## config.mk

```make
export PLATFORM = sky130hd
export DESIGN_NAME = serial_mult3_tx
export DESIGN_NICKNAME = d
export VERILOG_FILES = /design/src/rtl/serial_mult3_tx.sv
export SDC_FILE = /design/constraint.sdc
export NUM_CORES = 1
export LEC_CHECK = 0
export BUFFER_PORTS_ARGS = -buffer_cell sky130_fd_sc_hd__buf_2
export CAP_MARGIN = 25
export CORE_MARGIN = 1
export CORE_UTILIZATION = 45
export CTS_CLUSTER_DIAMETER = 200
export DETAILED_ROUTE_END_ITERATION = 8
export PLACE_DENSITY = 0.74
export SYNTH_ARGS = -nofsm -noshare
export SYNTH_HDL_FRONTEND = slang
export SYNTH_SLANG_ARGS = --single-unit
```

## constraint.sdc

```tcl
create_clock -name clk -period 4.1 [get_ports clk]
set_input_delay 0.82 -clock clk [delete_from_list [all_inputs] [get_ports clk]]
set_output_delay 0.82 -clock clk [all_outputs]
set_load 0.03 [all_outputs]
```

## src/rtl/serial_mult3_tx.sv

```systemverilog
// Serial source for the divisible-by-3 link: accepts a word, sends word*3 MSB-first,
// framing each product and tracking its running mod-3 remainder as a self-check.
module serial_mult3_tx #(
    parameter int WIDTH      = 8,
    parameter int GAP_CYCLES = 1
) (
    input  logic             clk,
    input  logic             reset,
    input  logic             in_valid,
    output logic             in_ready,
    input  logic [WIDTH-1:0] in_data,
    input  logic             tx_en,
    output logic             bit_out,
    output logic             bit_valid,
    output logic             frame_start,
    output logic             frame_last,
    output logic [1:0]       rem_out,
    output logic             frame_err,
    output logic             busy
);
    localparam int OUT_W = WIDTH + 2;
    localparam int CNT_W = $clog2(OUT_W + 1);
    localparam int GAP_W = (GAP_CYCLES > 1) ? $clog2(GAP_CYCLES) : 1;

    typedef enum logic [1:0] {IDLE, SHIFT, GAP} state_t;

    state_t           state_q;
    logic [OUT_W-1:0] shreg_q;
    logic [CNT_W-1:0] cnt_q;
    logic [GAP_W-1:0] gap_q;
    logic [1:0]       rem_q;
    logic             err_q;

    logic [OUT_W-1:0] prod_d;
    logic [1:0]       rem_d;
    logic             fire;

    // One step of the MSB-first remainder recurrence: r' = (2r + b) mod 3.
    function automatic logic [1:0] mod3_step(input logic [1:0] r, input logic b);
        logic [2:0] v;
        logic [2:0] w;
        v = {r, 1'b0} + {2'b00, b};
        w = v - 3'd3;
        return (v >= 3'd3) ? w[1:0] : v[1:0];
    endfunction

    assign prod_d      = {2'b00, in_data} + {1'b0, in_data, 1'b0};
    assign rem_d       = mod3_step(rem_q, bit_out);
    assign in_ready    = (state_q == IDLE) && !reset;
    assign fire        = in_valid && in_ready;
    assign bit_out     = shreg_q[OUT_W-1];
    assign bit_valid   = (state_q == SHIFT) && tx_en;
    assign frame_start = bit_valid && (cnt_q == CNT_W'(OUT_W));
    assign frame_last  = bit_valid && (cnt_q == CNT_W'(1));
    assign rem_out     = rem_q;
    assign frame_err   = err_q;
    assign busy        = (state_q != IDLE);

    always_ff @(posedge clk or posedge reset) begin
        if (reset) begin
            state_q <= IDLE;
            shreg_q <= '0;
            cnt_q   <= '0;
            gap_q   <= '0;
            rem_q   <= 2'd0;
            err_q   <= 1'b0;
        end else begin
            err_q <= 1'b0;
            case (state_q)
                IDLE: begin
                    if (fire) begin
                        shreg_q <= prod_d;
                        cnt_q   <= CNT_W'(OUT_W);
                        rem_q   <= 2'd0;
                        gap_q   <= '0;
                        state_q <= SHIFT;
                    end
                end
                SHIFT: begin
                    // Stalled cycles (tx_en=0) hold shreg, cnt and remainder untouched.
                    if (tx_en) begin
                        shreg_q <= shreg_q << 1;
                        cnt_q   <= cnt_q - CNT_W'(1);
                        rem_q   <= rem_d;
                        if (cnt_q == CNT_W'(1)) begin
                            err_q <= (rem_d != 2'd0);
                            if (GAP_CYCLES == 0) state_q <= IDLE;
                            else                 state_q <= GAP;
                        end
                    end
                end
                GAP: begin
                    if (gap_q == GAP_W'(GAP_CYCLES - 1)) begin
                        gap_q   <= '0;
                        state_q <= IDLE;
                    end else begin
                        gap_q <= gap_q + GAP_W'(1);
                    end
                end
                default: state_q <= IDLE;
            endcase
        end
    end
endmodule

```

---- After elaboration in Yosys (flattened, before gate mapping) ----
Index checks and enable logic that the tools add are counted.
Widths: inputs -> output; s select.
word-level totals
  output and inout bits ................... 9
  logic and storage cells ................. 55
  register bits after elaboration ......... 20
cells by class
  equal/unequal tests ..................... 8
  reduce and logical (&&, ||, !) cells .... 14
  multiplexer cells ....................... 21
  $add $sub $neg .......................... 5
  $lt $le $gt $ge ......................... 1
operators with widths
  cell                 number
  $mux 10              2
  $pmux 10 s2          1
  $mux 2               7
  $add 8x9->10         1
  $mux 4               2
  $pmux 4 s2           1
  $reduce_bool 2->1    4
  $ne 2x2->1 const B   3
  $pmux 2 s3           1
  $logic_and 1x1->1    5
  $mux 1               5
  $eq 4x1->1 const B   1
  $eq 4x4->1 const B   1
  $pmux 2 s2           1
  $reduce_and 4->1     1
  $sub 4x1->4 const B  1
  $add 3x1->3          1
  $ge 3x2->1 const B   1
  $reduce_and 3->1     1
  $eq 2x1->1 const B   1
  $eq 2x2->1 const B   1
  $logic_not 2->1      1
  $ne 2x1->1 const B   1
  $pmux 1 s2           1
  4 further kinds      4

---- Longest topological paths before layout ----
  depth in word-level cells ............... 7
  mapped depth ............................ 8

---- Worst setup path after synthesis ----
Ideal clock, no wire load.
  kind .................................... input to output
  start ................................... input port tx_en
  end ..................................... output port frame_last
  setup slack ............................. 1.492 ns
  data required time ...................... 3.280 ns
  data arrival time ....................... 1.788 ns
  cell stages on the path ................. 2
  buffers on the path ..................... 0
  path through ............................ nand2_1 -> nor4_1
on the way
  cells in the longest elaborated chain, start to end .. 2
ends and longest elaborated chain
  item               RTL line  source
  from (decl)        12        input logic tx_en,
  $logic_and 1x1->1  52        assign bit_valid = (state_q == SHIFT) && tx_en;
  $logic_and 1x1->1  54        assign frame_last = bit_valid && (cnt_q == CNT_W'(1));
  to (decl)          16        output logic frame_last,
Every way passes these cells.

---- Worst setup path in the final report ----
  start ................................... register state_q[1]
  end ..................................... output port frame_last
on the way
  cells in the longest elaborated chain, start to end .. 3
ends and longest elaborated chain
  item                    RTL line  source
  from (decl)             27        state_t state_q;
  from (signal assigned)  61        state_q <= IDLE;
  from (signal assigned)  76        state_q <= SHIFT;
  from (signal assigned)  87        if (GAP_CYCLES == 0) state_q <= IDLE;
  $eq 2x1->1              52
  $logic_and 1x1->1       52
  $logic_and 1x1->1       54
Every way passes these cells.

==> key figures <==
CTS
  – TritonCTS Sinks: 19
  – CTS tree: built
  – CTS Hold Buffers Added: 0
  – Cell chosen for the clock root: clkbuf_4
  – Clk buf depth: 2
  – Resized Gates After CTS: 0
  – CTS H-tree depth: 1
  – Reg clk slew, reported paths: 0.13 ns
  – Post-CTS repair timing setup buffer count: 0
  – Skew-Pair Late Insertion Delay: 0.31 ns
  – Num CTS Buffers: 3

Placed design
  – Port bufs: 20
  – Placer's final routability congestion estimate: 0.7765
  – Dpl cells: 193
  – DPL Wire Length: 2086 um

Synthesis
  – Syn Nets: 171
  – Top post-synthesis cells by area: dfrtp_1 36%, ha_1 12%, nand2_1 5.5%, a21oi_1 3.5%, inv_1 3.2%
  – Yosys reg bits: 19
  – Yosys warning total: 0
  – Library cells used by synthesis: 39
  – Post-synth top area share: 36.47%
  – Syn avg cell area: between 8 and 9 um2
  – Synthesized cell area: 1304 um2
  – Top_reg_cell synth: dfrtp_1
  – Cells after synthesis: between 100 and 150
  – Sequential cell area fraction in the yosys report: between 30% and 40%
  – Number of synthesized flops with an enable pin: 0
  – Area leader, netlist: dfrtp_1
  – Async SR Flop Fraction: 100.0%

Route
  – Total wire length: 2718 um
  – Vias: 1,109
  – DR iter-0 viols: 42
  – Residual DRC: 0
  – DR vias/cell: 5.629
  – Number of iterations in the first detailed-routing pass: 4
  – ANT nets after route: 0
  – Average routed wire per standard cell: 13.80 um

Pwr
  – Clk pwr share: 12.7%
  – Combinational power share: between 40% and 50%
  – Power per cell area: approximately 560 nW/um2
  – Switch share: 46.27%
  – Max VDD drop: roughly 0.00036 V
  – Sw power: between 0.0003 and 0.0004 W
  – Power share of the sequential group: ~40%
  – Leak: 0.7028 nW
  – Pint: around 0.00044 W

Timing
  – Slew headroom: a little over two fifths
  – Final hold vios: 0
  – Measured slew at the worst slew-check pin: 0.8629 ns
  – RSZ-0062 raised after global routing: false
  – Tmin final: 2.420 ns
  – Tcrit/Tclk final: 59.03%
  – Fmax achieved: 413.2 MHz
  – Setup-failing EPs final: 0
  – Clock Skews: 0.008030 ns
  – Slew Limit Fails: 0
  – Setup TNS Final: 0 ns

Worst hold path
  – HP Start: shreg_q[6]
  – Hold depth: 2
  – Hold EP: shreg_q[6]
  – Hold/Removal Path Class: flip-flop to flip-flop

Cells and area
  – ANT cells: 0
  – Layout cells sized above 1: ~18%
  – Nets@finish: 193
  – Fin cells: 197
  – Area Growth Syn to Fin: 11.23%
  – Utilization after layout: between 50% and 60%

Global route
  – GRT Total Usage: 19.07%
  – First-pass GRT wire length: between 4000 and 5000 um
  – Pin count of the biggest net entering global routing: 20
  – Number of global-route vias before repair: 1,077
  – Antenna violations before repair: 0
  – Total grt overflow: 0

Setup path
  – Max stage delay cell, worst path: dfrtp_1
  – Beginning of the worst register-to-register path: state_q[1]
  – CP endpoint kind: primary output
  – Critical path class: flip-flop to primary output
  – Crit-path cells: nand2b_1 > nor4_1 > buf_2
  – Worst Path Max Fanout: 7
  – RR Endpoint: shreg_q[9]
  – Startpoint class of the critical path: flip-flop
  – Reg2Reg Setup Slack: 2.10 ns
  – Critical Path RT: 3.28 ns
  – Critical Path AT: 1.60 ns
  – Max incr delay on CP: 0.48 ns
  – Worst R2R Path Depth: 5

Die
  – Die W: 55.83 um
  – Chip Height: 55.83 um
  – Initial Utilization: 47.28%
  – Die area: 3116 um2
  – Total core area: 2758 um2
  – IO Count: 21
  – Row Count: 19

Status
  – Status: completed

Run
  – # Max-Cap Violations: 0
[layout make-up]
type / instances / area [um2]
Timing Repair Buffer: 20 / 100.1
Clock buffer: 3 / 22.52
Tap cell: 31 / 38.79
Inverter: 11 / 41.29
Multi-Input combinational cell: 112 / 764.5
Fill cell: 267 / 1308
Sequential cell: 19 / 475.5
Clock inverter: 1 / 7.507
[power by group through the flow]
stage	Sequential, W	Combinational (W)	Clock [W]
floorplan	0.000339	0.000279	0
CTS	0.000328	0.000387	0.000103
global route	0.000340	0.000430	0.000108
detailed placement	0.000331	0.000387	0
global placement	0.000328	0.000373	0
finish	0.000327	0.000385	0.000104
[metal layers]
layer | GRT usage [%] | wire length [um] | up-vias
met2 | 33.73 | 1380 | 24
li1 | - | - | 558
met4 | 8.362 | 43 | 0
met1 | 23.28 | 1201 | 522
met5 | 0 | 0 | -
met3 | 2.326 | 92 | 5
[synth_stat cells, drive strengths merged, types with 2 or more instances]
| master | count |
|---|---|
| nor4 | 4 |
| xnor2 | 2 |
| o31ai | 3 |
| and3 | 2 |
| nor2 | 11 |
| o211ai | 2 |
| buf | 2 |
| nor2b | 4 |
| nand2b | 2 |
| a211oi | 2 |
| inv | 11 |
| nand3 | 4 |
| a31oi | 2 |
| a21oi | 9 |
| nand2 | 20 |
| nor3 | 7 |
| xor2 | 2 |
| nand3b | 2 |
| o21ai | 9 |
| dfrtp | 19 |
| ha | 13 |
[state kept, by name, summed over array words and instances, names as in the netlist]
name       cells
frame_err      1
rem_out        2
shreg_q       10
state_q        2
cnt_q          4
[worst max path at each step]
stage	from	to	slack, ns	depth (start not counted)
detailed placement	in_data[1]	shreg_q[7]	1.58	8
global route	state_q[1]	frame_last	1.56	3
CTS	state_q[1]	frame_last	1.68	3
global placement	in_data[0]	shreg_q[7]	1.62	8
floorplan	tx_en	frame_last	1.49	2
finish	state_q[1]	frame_last	1.68	3
[metrics by stage]
step | setup slack (ns) | area, um2 | total power, W | hold WS [ns]
after floorplan | 1.492 | 1304 | 0.0006181 | 0.4418
after global placement | 1.622 | 1420 | 0.0007010 | 0.4616
after detailed placement | 1.579 | 1420 | 0.0007176 | 0.4707
after CTS | 1.679 | 1450 | 0.0008177 | 0.4964
after global routing | 1.555 | 1450 | 0.0008778 | 0.5249
final | 1.680 | 1450 | 0.0008159 | 0.4962
[critical path, delay by kind of cell (launching register included)]
kind | cells | cell delay [ns]
buffers and inverters | 1 | 0.24
flip-flops | 1 | 0.48
AND/OR/NAND/NOR | 2 | 0.57
[placed cells by master (no fill, tap or decap), drive strengths merged, types with 7 or more instances in the layout]
cell type  instances
o21ai              9
inv               11
ha                13
nor2              11
nor3               7
nand2             20
dfrtp             19
a21oi              9
buf               20
[kinds of logic (layout without fill, tap and decap cells)]
logic type | count (synthesis) | in the layout | share of synthesized area, %
and+or+nand+nor | 60 | 60 | 24.66
muxes | 1 | 1 | 0.7678
xor gates and xnor gates | 4 | 4 | 2.688
adders and majority gates | 14 | 14 | 14.01
AOI/OAI and AO/OA | 33 | 33 | 16.51
DFF | 19 | 19 | 36.47
buffers and inverters | 14 | 35 | 4.894
No activity file was read; power rests on OpenSTA's default activity.
